### src/rtl/apb_regfile_ws.sv
// APB slave register file with readback, programmable wait states, per-register
// read-only protection and registered write-notification pulses.
module apb_regfile_ws #(
  parameter int unsigned         DATA_W      = 8,
  parameter int unsigned         ADDR_W      = 8,
  parameter int unsigned         NUM_REGS    = 8,
  parameter int unsigned         WAIT_CYCLES = 0,
  parameter logic [NUM_REGS-1:0] RO_MASK     = '0,
  parameter logic [DATA_W-1:0]   RESET_VAL   = '0
) (
  input  logic                         pclk,
  input  logic                         preset_n,
  input  logic                         psel,
  input  logic                         penable,
  input  logic                         pwrite,
  input  logic [ADDR_W-1:0]            paddr,
  input  logic [DATA_W-1:0]            pwdata,
  output logic [DATA_W-1:0]            prdata,
  output logic                         pready,
  output logic                         pslverr,
  output logic [NUM_REGS*DATA_W-1:0]   reg_out,
  output logic [NUM_REGS-1:0]          reg_wr_pulse
);

  // The setup cycle is recognised while idle, so the first access cycle is
  // already StAccess and a zero-wait transfer completes there.
  typedef enum logic [0:0] {StIdle, StAccess} state_e;

  localparam logic [3:0] WaitCnt = 4'(WAIT_CYCLES);

  state_e                state_q, state_d;
  logic [3:0]            cnt_q, cnt_d;
  logic [DATA_W-1:0]     regs_q [NUM_REGS];
  logic [NUM_REGS-1:0]   wr_pulse_q;

  logic                  ready;
  logic                  complete;
  logic [NUM_REGS-1:0]   hit;
  logic                  valid;
  logic                  ro_sel;
  logic                  err;
  logic [DATA_W-1:0]     rd_data;
  logic [NUM_REGS-1:0]   wr_hit;

  // State register
  always_ff @(posedge pclk or negedge preset_n) begin
    if (!preset_n) begin
      state_q <= StIdle;
      cnt_q   <= '0;
    end else begin
      state_q <= state_d;
      cnt_q   <= cnt_d;
    end
  end

  assign ready    = (cnt_q == WaitCnt);
  assign complete = (state_q == StAccess) && psel && penable && ready;

  // Next-state logic
  always_comb begin
    state_d = state_q;
    cnt_d   = cnt_q;
    unique case (state_q)
      StIdle: begin
        if (psel && !penable) begin
          state_d = StAccess;
          cnt_d   = '0;
        end
      end
      StAccess: begin
        if (!psel) begin
          state_d = StIdle;
          cnt_d   = '0;
        end else if (!penable) begin
          // A fresh setup phase restarts the wait count.
          cnt_d = '0;
        end else if (ready) begin
          state_d = StIdle;
          cnt_d   = '0;
        end else begin
          cnt_d = cnt_q + 4'd1;
        end
      end
      default: begin
        state_d = StIdle;
        cnt_d   = '0;
      end
    endcase
  end

  // Address decode; hit is empty for out-of-range addresses.
  always_comb begin
    hit     = '0;
    rd_data = '0;
    ro_sel  = 1'b0;
    for (int k = 0; k < NUM_REGS; k++) begin
      hit[k] = (paddr == ADDR_W'(k));
      if (hit[k]) begin
        rd_data = regs_q[k];
        ro_sel  = RO_MASK[k];
      end
    end
  end

  assign valid  = |hit;
  assign err    = !valid || (pwrite && ro_sel);
  assign wr_hit = hit & {NUM_REGS{complete && pwrite && !err}};

  // Output logic
  always_comb begin
    pready  = complete;
    pslverr = complete && err;
    prdata  = (complete && !pwrite) ? rd_data : '0;
  end

  always_ff @(posedge pclk or negedge preset_n) begin
    if (!preset_n) begin
      for (int k = 0; k < NUM_REGS; k++) begin
        regs_q[k] <= RESET_VAL;
      end
      wr_pulse_q <= '0;
    end else begin
      for (int k = 0; k < NUM_REGS; k++) begin
        if (wr_hit[k]) begin
          regs_q[k] <= pwdata;
        end
      end
      wr_pulse_q <= wr_hit;
    end
  end

  always_comb begin
    reg_out = '0;
    for (int k = 0; k < NUM_REGS; k++) begin
      reg_out[k*DATA_W +: DATA_W] = regs_q[k];
    end
  end

  assign reg_wr_pulse = wr_pulse_q;

endmodule

### config.mk
export PLATFORM = sky130hd
export DESIGN_NAME = apb_regfile_ws
export DESIGN_NICKNAME = d
export VERILOG_FILES = /design/src/rtl/apb_regfile_ws.sv
export SDC_FILE = /design/constraint.sdc
export NUM_CORES = 1
export LEC_CHECK = 0
export ABC_AREA = 1
export BUFFER_PORTS_ARGS = -buffer_cell sky130_fd_sc_hd__buf_2
export CELL_PAD_IN_SITES_DETAIL_PLACEMENT = 2
export CELL_PAD_IN_SITES_GLOBAL_PLACEMENT = 2
export CORE_MARGIN = 1
export CORE_UTILIZATION = 33
export DETAILED_ROUTE_END_ITERATION = 10
export HOLD_SLACK_MARGIN = 0.15
export PLACE_DENSITY = 0.83
export SYNTH_ARGS = -nofsm -noshare
export SYNTH_HDL_FRONTEND = slang
export SYNTH_SLANG_ARGS = --single-unit
### constraint.sdc
create_clock -name pclk -period 3.7 [get_ports pclk]
set_clock_uncertainty 0.2 [all_clocks]
set_input_delay 0.74 -clock pclk [delete_from_list [all_inputs] [get_ports pclk]]
set_output_delay 0.74 -clock pclk [all_outputs]
set_load 0.05 [all_outputs]
== After elaboration in Yosys (flattened, before gate mapping) ==
Cells that the tools add are included.

* $add $sub $neg: 1
* $mul: 0
* Div/mod/pow operators: 0
* $lt $le $gt $ge: 0
* Equality and inequality tests: 8
* Shifts and indexed selects: 0
* Multiplexer cells: 19
* Bitwise operators: 2
* Reductions and logical operators: 14

{| class="wikitable"
|+ Operator list
! operator !! count
|-
| 2-to-1 mux 8 bit || 9
|-
| == test 8 x 3 -> 1 bit, second input constant || 4
|-
| == test 8 x 2 -> 1 bit, second input constant || 2
|-
| 2-to-1 mux 4 bit || 4
|-
| bitwise AND 8 bit || 1
|-
| == test 8 x 1 -> 1 bit, second input constant || 1
|-
| logical AND 1 bit || 8
|-
| logical NOT 8 bit || 1
|-
| one-hot mux 4 bit (2 select lines) || 1
|-
| OR reduction 8 bit || 1
|-
| adder 4 x 1 -> 4 bit, second input constant || 1
|-
| logical NOT 4 bit || 1
|-
| 2-to-1 mux 1 bit || 4
|-
| logical NOT 1 bit || 3
|-
| inequality test 2 bit, second input constant || 1
|-
| one-hot mux 1 bit (2 select lines) || 1
|-
| NOT 1 bit || 1
|}

* Flip-flop bits (word level): 77
* Bits in latches: 0
* Bits in writable memories: 0
* Bits in read-only memories: 0
* Bits of input ports: 21
* Output and inout port bits: 82
* Logic and storage cells: 55
* Memories: 0

== Depth between registers and ports, before layout ==
* Depth after elaboration: 10
* Gate-level depth with buffers: 12
* Gate-level depth less buffers: 11

== Worst setup path before layout ==
Ideal clock, no wire load.

* Path type: input -> output
* Start point: in penable
* End point: out prdata[0]
* Arrival: 2.643 ns
* Slack: 0.117 ns
* Cell stages on the path: 6
* Buffers on the path: 0
* Cell sequence: nand3_1 -> nor2_2 -> inv_2 -> nor2_1 -> o21ai_0 -> a21oi_1

* Cells in the longest elaborated chain, start to end: 4

{| class="wikitable"
|+ RTL lines
! item !! RTL line !! text
|-
| start: declaration || 14 || <nowiki>input logic penable,</nowiki>
|-
| logical AND 1 bit (2 in a row) || 57 || <nowiki>assign complete = (state_q == StAccess) && psel && penable && ready;</nowiki>
|-
| named net pready || 19 || <nowiki>output logic pready,</nowiki>
|-
| logical AND 1 bit || 113 || <nowiki>prdata = (complete && !pwrite) ? rd_data : '0;</nowiki>
|-
| 2-to-1 mux 8 bit || 113 ||
|-
| end: declaration || 18 || <nowiki>output logic [DATA_W-1:0] prdata,</nowiki>
|}

The timed path passes the listed nets, and every way through them passes these cells.

== Final worst setup path ==
* Start point: in paddr[0]
* End point: out prdata[2]

* Cells in the longest elaborated chain, start to end: 10
* Elaborated cells between the ends (all ways): 17

{| class="wikitable"
|+ RTL lines
! item !! RTL line !! text
|-
| start: declaration || 16 || <nowiki>input logic [ADDR_W-1:0] paddr,</nowiki>
|-
| logical NOT 8 bit || 97 || <nowiki>hit[k] = (paddr == ADDR_W'(k));</nowiki>
|-
| 2-to-1 mux 8 bit (7 in a row) || 98 || <nowiki>if (hit[k]) begin</nowiki>
|-
| 2-to-1 mux 8 bit * || 98 ||
|-
| 2-to-1 mux 8 bit * || 113 ||
|}

Every way passes the cells marked *; elsewhere a longest branch is shown, timed or not.

==> flow_summary.json <==
{
  "period_minus_slack_ns": 3.60,
  "clock_latency_ns": 0.34,
  "critPathKind": "primary input to output pin",
  "power_density_nw_per_um2": 374,
  "leakagePower_nw": 2.78,
  "nNetsFinal": 617,
  "layout_common_cells": "162 x nand2_1, 100 x buf_2, 77 x dfrtp_1, 51 x nand4_1, 34 x inv_1",
  "cts_buffers": 9,
  "grt_max_degree": 78,
  "place_hpwl_mm": 11.1,
  "crit_required_ns": 2.76,
  "ios": 103,
  "clockBufferDepth": 2,
  "dp_slack_ns": 0.243,
  "synth-adder-area-share": 0.00630,
  "sequentialPowerShare": 0.457,
  "syn_to_final_growth_pct": 24.3,
  "drt-wirelength-per-cell_um": 22.7,
  "grt_pass1_wl_mm": 25.7,
  "violations": "design-rule violations",
  "critPathCaptureType": "output pin",
  "drive_above_1_share": 0.280,
  "grt.total_usage": 0.275,
  "cap_violations": 0,
  "synthCells": 485,
  "power_frac_clock": 0.490,
  "synth_top_area_share": 0.485,
  "drcViolationCount": 8,
  "maxSlewHeadroom": 0.308,
  "drt-pass1-iter-count": 7,
  "diodes": 0,
  "holdCritPathClass": "flip-flop to flip-flop",
  "tightestPinTransition_ns": 1.04,
  "crit_path_max_fanout": 11,
  "vias": 4071,
  "gp_congestion": 0.806,
  "clk_pin_slew_ns": 0.06,
  "synth.area.top_cells": "dfrtp_1 49%, nand2_1 15%, nand4_1 8.0%, inv_1 3.2%, nor2_1 2.9%",
  "drv_slew": 0,
  "die_y_um": 112,
  "synth-seq-cells": 77,
  "clock-root-buffer": "clkbuf_16",
  "fmax_mhz": 278,
  "status": "finished with violations",
  "synth_xor_area_frac": 0.00441,
  "cts_tree": "done",
  "grt_pass1_vias": 4369,
  "io_buffers": 102,
  "internal_power_mw": 1.40,
  "yosysTopAreaCell": "dfrtp_1",
  "synthDistinctLibCells": 33,
  "post_synth_and_or_nand_nor_area_fraction": 0.346,
  "synth_top_family_by_area": "simple AND/OR/NAND/NOR gates",
  "antenna_found_initial": 0,
  "viasPerCell": 5.49,
  "p_switching_mw": 0.449,
  "syn_area_per_cell_um2": 8.19,
  "crit_path_start_kind": "primary input",
  "syn_area_um2": 3970,
  "route.antenna.remaining_nets": 0,
  "period_share": 0.973,
  "wl_mm": 16.9,
  "clock-sinks": 77,
  "p_sw_frac": 0.243,
  "synth-seq-area-share": 0.485,
  "worst-endpoint-arrival_ns": 2.66,
  "yosysWarnings": 0,
  "syn_nets": 508,
  "htree_levels": 3,
  "die_x_um": 112,
  "grt.overflow.total": 0,
  "synth_compound_area_frac": 0.0778,
  "synthMuxAreaShare": 0,
  "p_comb_frac": 0.053,
  "final_cells": 742,
  "hold_ws_ns": 0.300,
  "start_util": 0.343,
  "setup_ws_ns": 0.0990,
  "nFillCells": 1325,
  "core_area_um2": 11600,
  "fp-row-count": 39,
  "setup_viol": 0,
  "dp_cells": 720,
  "fin_tns_setup_ns": 0,
  "peakVddDrop_mv": 0.182,
  "hold_violations": 0,
  "drt_first_iter_violations": 198,
  "die-area_um2": 12500,
  "final_common_cell": "nand2_1"
}
## final cells by class
class | instances | area, µm² | share of cell area
clock buffers | 11 | 243 | 0.0492
clock inverters | 5 | 50.0 | 0.0101
inverters | 47 | 179 | 0.0363
multi-input cells | 342 | 1730 | 0.350
flip-flops and latches | 77 | 1930 | 0.390
well taps | 143 | 179 | 0.0363
repair buffers | 117 | 628 | 0.127
## registers in the layout, summed over array words and instances (netlist names)
register      count
cnt_q             4
reg_out          64
reg_wr_pulse      8
state_q           1
## cells by family (layout without fill, tap and decap cells)
| group | after synthesis | in the layout |
|---|---|---|
| DFF | 77 | 77 |
| xor gates and xnor gates | 2 | 2 |
| adders and majority gates | 2 | 2 |
| buffers and inverters | 66 | 180 |
| and+or+nand+nor | 282 | 282 |
| AOI/OAI and AO/OA | 56 | 56 |
## cells in the mapped netlist
library cell / count
a21boi_0: 1
a21oi_1: 14
buf_1: 1
buf_12: 1
buf_2: 4
buf_4: 2
buf_6: 5
clkbuf_1: 6
dfrtp_1: 77
ha_1: 2
inv_1: 34
inv_2: 12
inv_4: 1
nand2_1: 162
nand2_2: 1
nand2_4: 1
nand3_1: 15
nand3_4: 5
nand3b_2: 1
nand4_1: 51
nor2_1: 31
nor2_2: 3
nor2_4: 5
nor3_2: 3
nor3_4: 1
o2111ai_1: 6
o21ai_0: 21
o21ai_1: 11
o22ai_1: 3
or2_0: 1
or2_2: 2
xnor2_1: 1
xor2_1: 1
## critical path: stages
cell and delay, ns:
buf_2 0.16, nor2_1 0.21, nand2_1 0.13, nor2_4 0.30, nand2_1 0.17, o21ai_0 0.12, nor2_1 0.09, nand3_1 0.16
nand2_1 0.13, a21oi_1 0.18, clkbuf_4 0.26
## per-layer routing
layer,track usage,part of all wire,wire length [µm],vias up
li1,-,-,-,1833
met1,0.362,0.44,7380,2106
met2,0.458,0.50,8440,110
met3,0.0327,0.040,677,22
met4,0.114,0.021,357,0
met5,0,0,0,-
## repair_timing
item,4_1_cts,5_1_grt
gates resized for setup,0,2
hold buffers,0,0
setup buffers,0,6
setup endpoints to repair,0,2
## through the flow
stage / instance area [µm²] / util / total power, mW
floorplan: 3970 / - / 0.899
global placement: 4590 / 0.397 / 0.952
detailed placement: 4590 / 0.397 / 0.956
CTS: 4880 / 0.422 / 1.86
global route: 4930 / 0.427 / 1.90
finish: 4930 / 0.427 / 1.85
## final timing paths
check / start / end / slack [ns] / depth (start not counted)
worst max-delay path: paddr[0] / prdata[2] / 0.1 / 11
worst min-delay path: reg_out[56] / reg_out[56] / 0.30 / 2
worst max register to register: cnt_q[0] / reg_out[30] / 1.22 / 10
worst min register to register: reg_out[56] / reg_out[56] / 0.30 / 2
max in group asynchronous: preset_n / reg_out[36] / 2.26 / 1
min in group asynchronous: preset_n / reg_wr_pulse[0] / 0.38 / 1
## power by group through the flow
stage / logic (mW) / clock network [mW] / registers [mW]
detailed placement: 0.0954 / 0 / 0.860
global route: 0.106 / 0.952 / 0.844
CTS: 0.0968 / 0.915 / 0.845
global placement: 0.0920 / 0 / 0.860
finish: 0.0971 / 0.905 / 0.845
floorplan: 0.0363 / 0 / 0.863
Power figures use the tool's default switching activity.
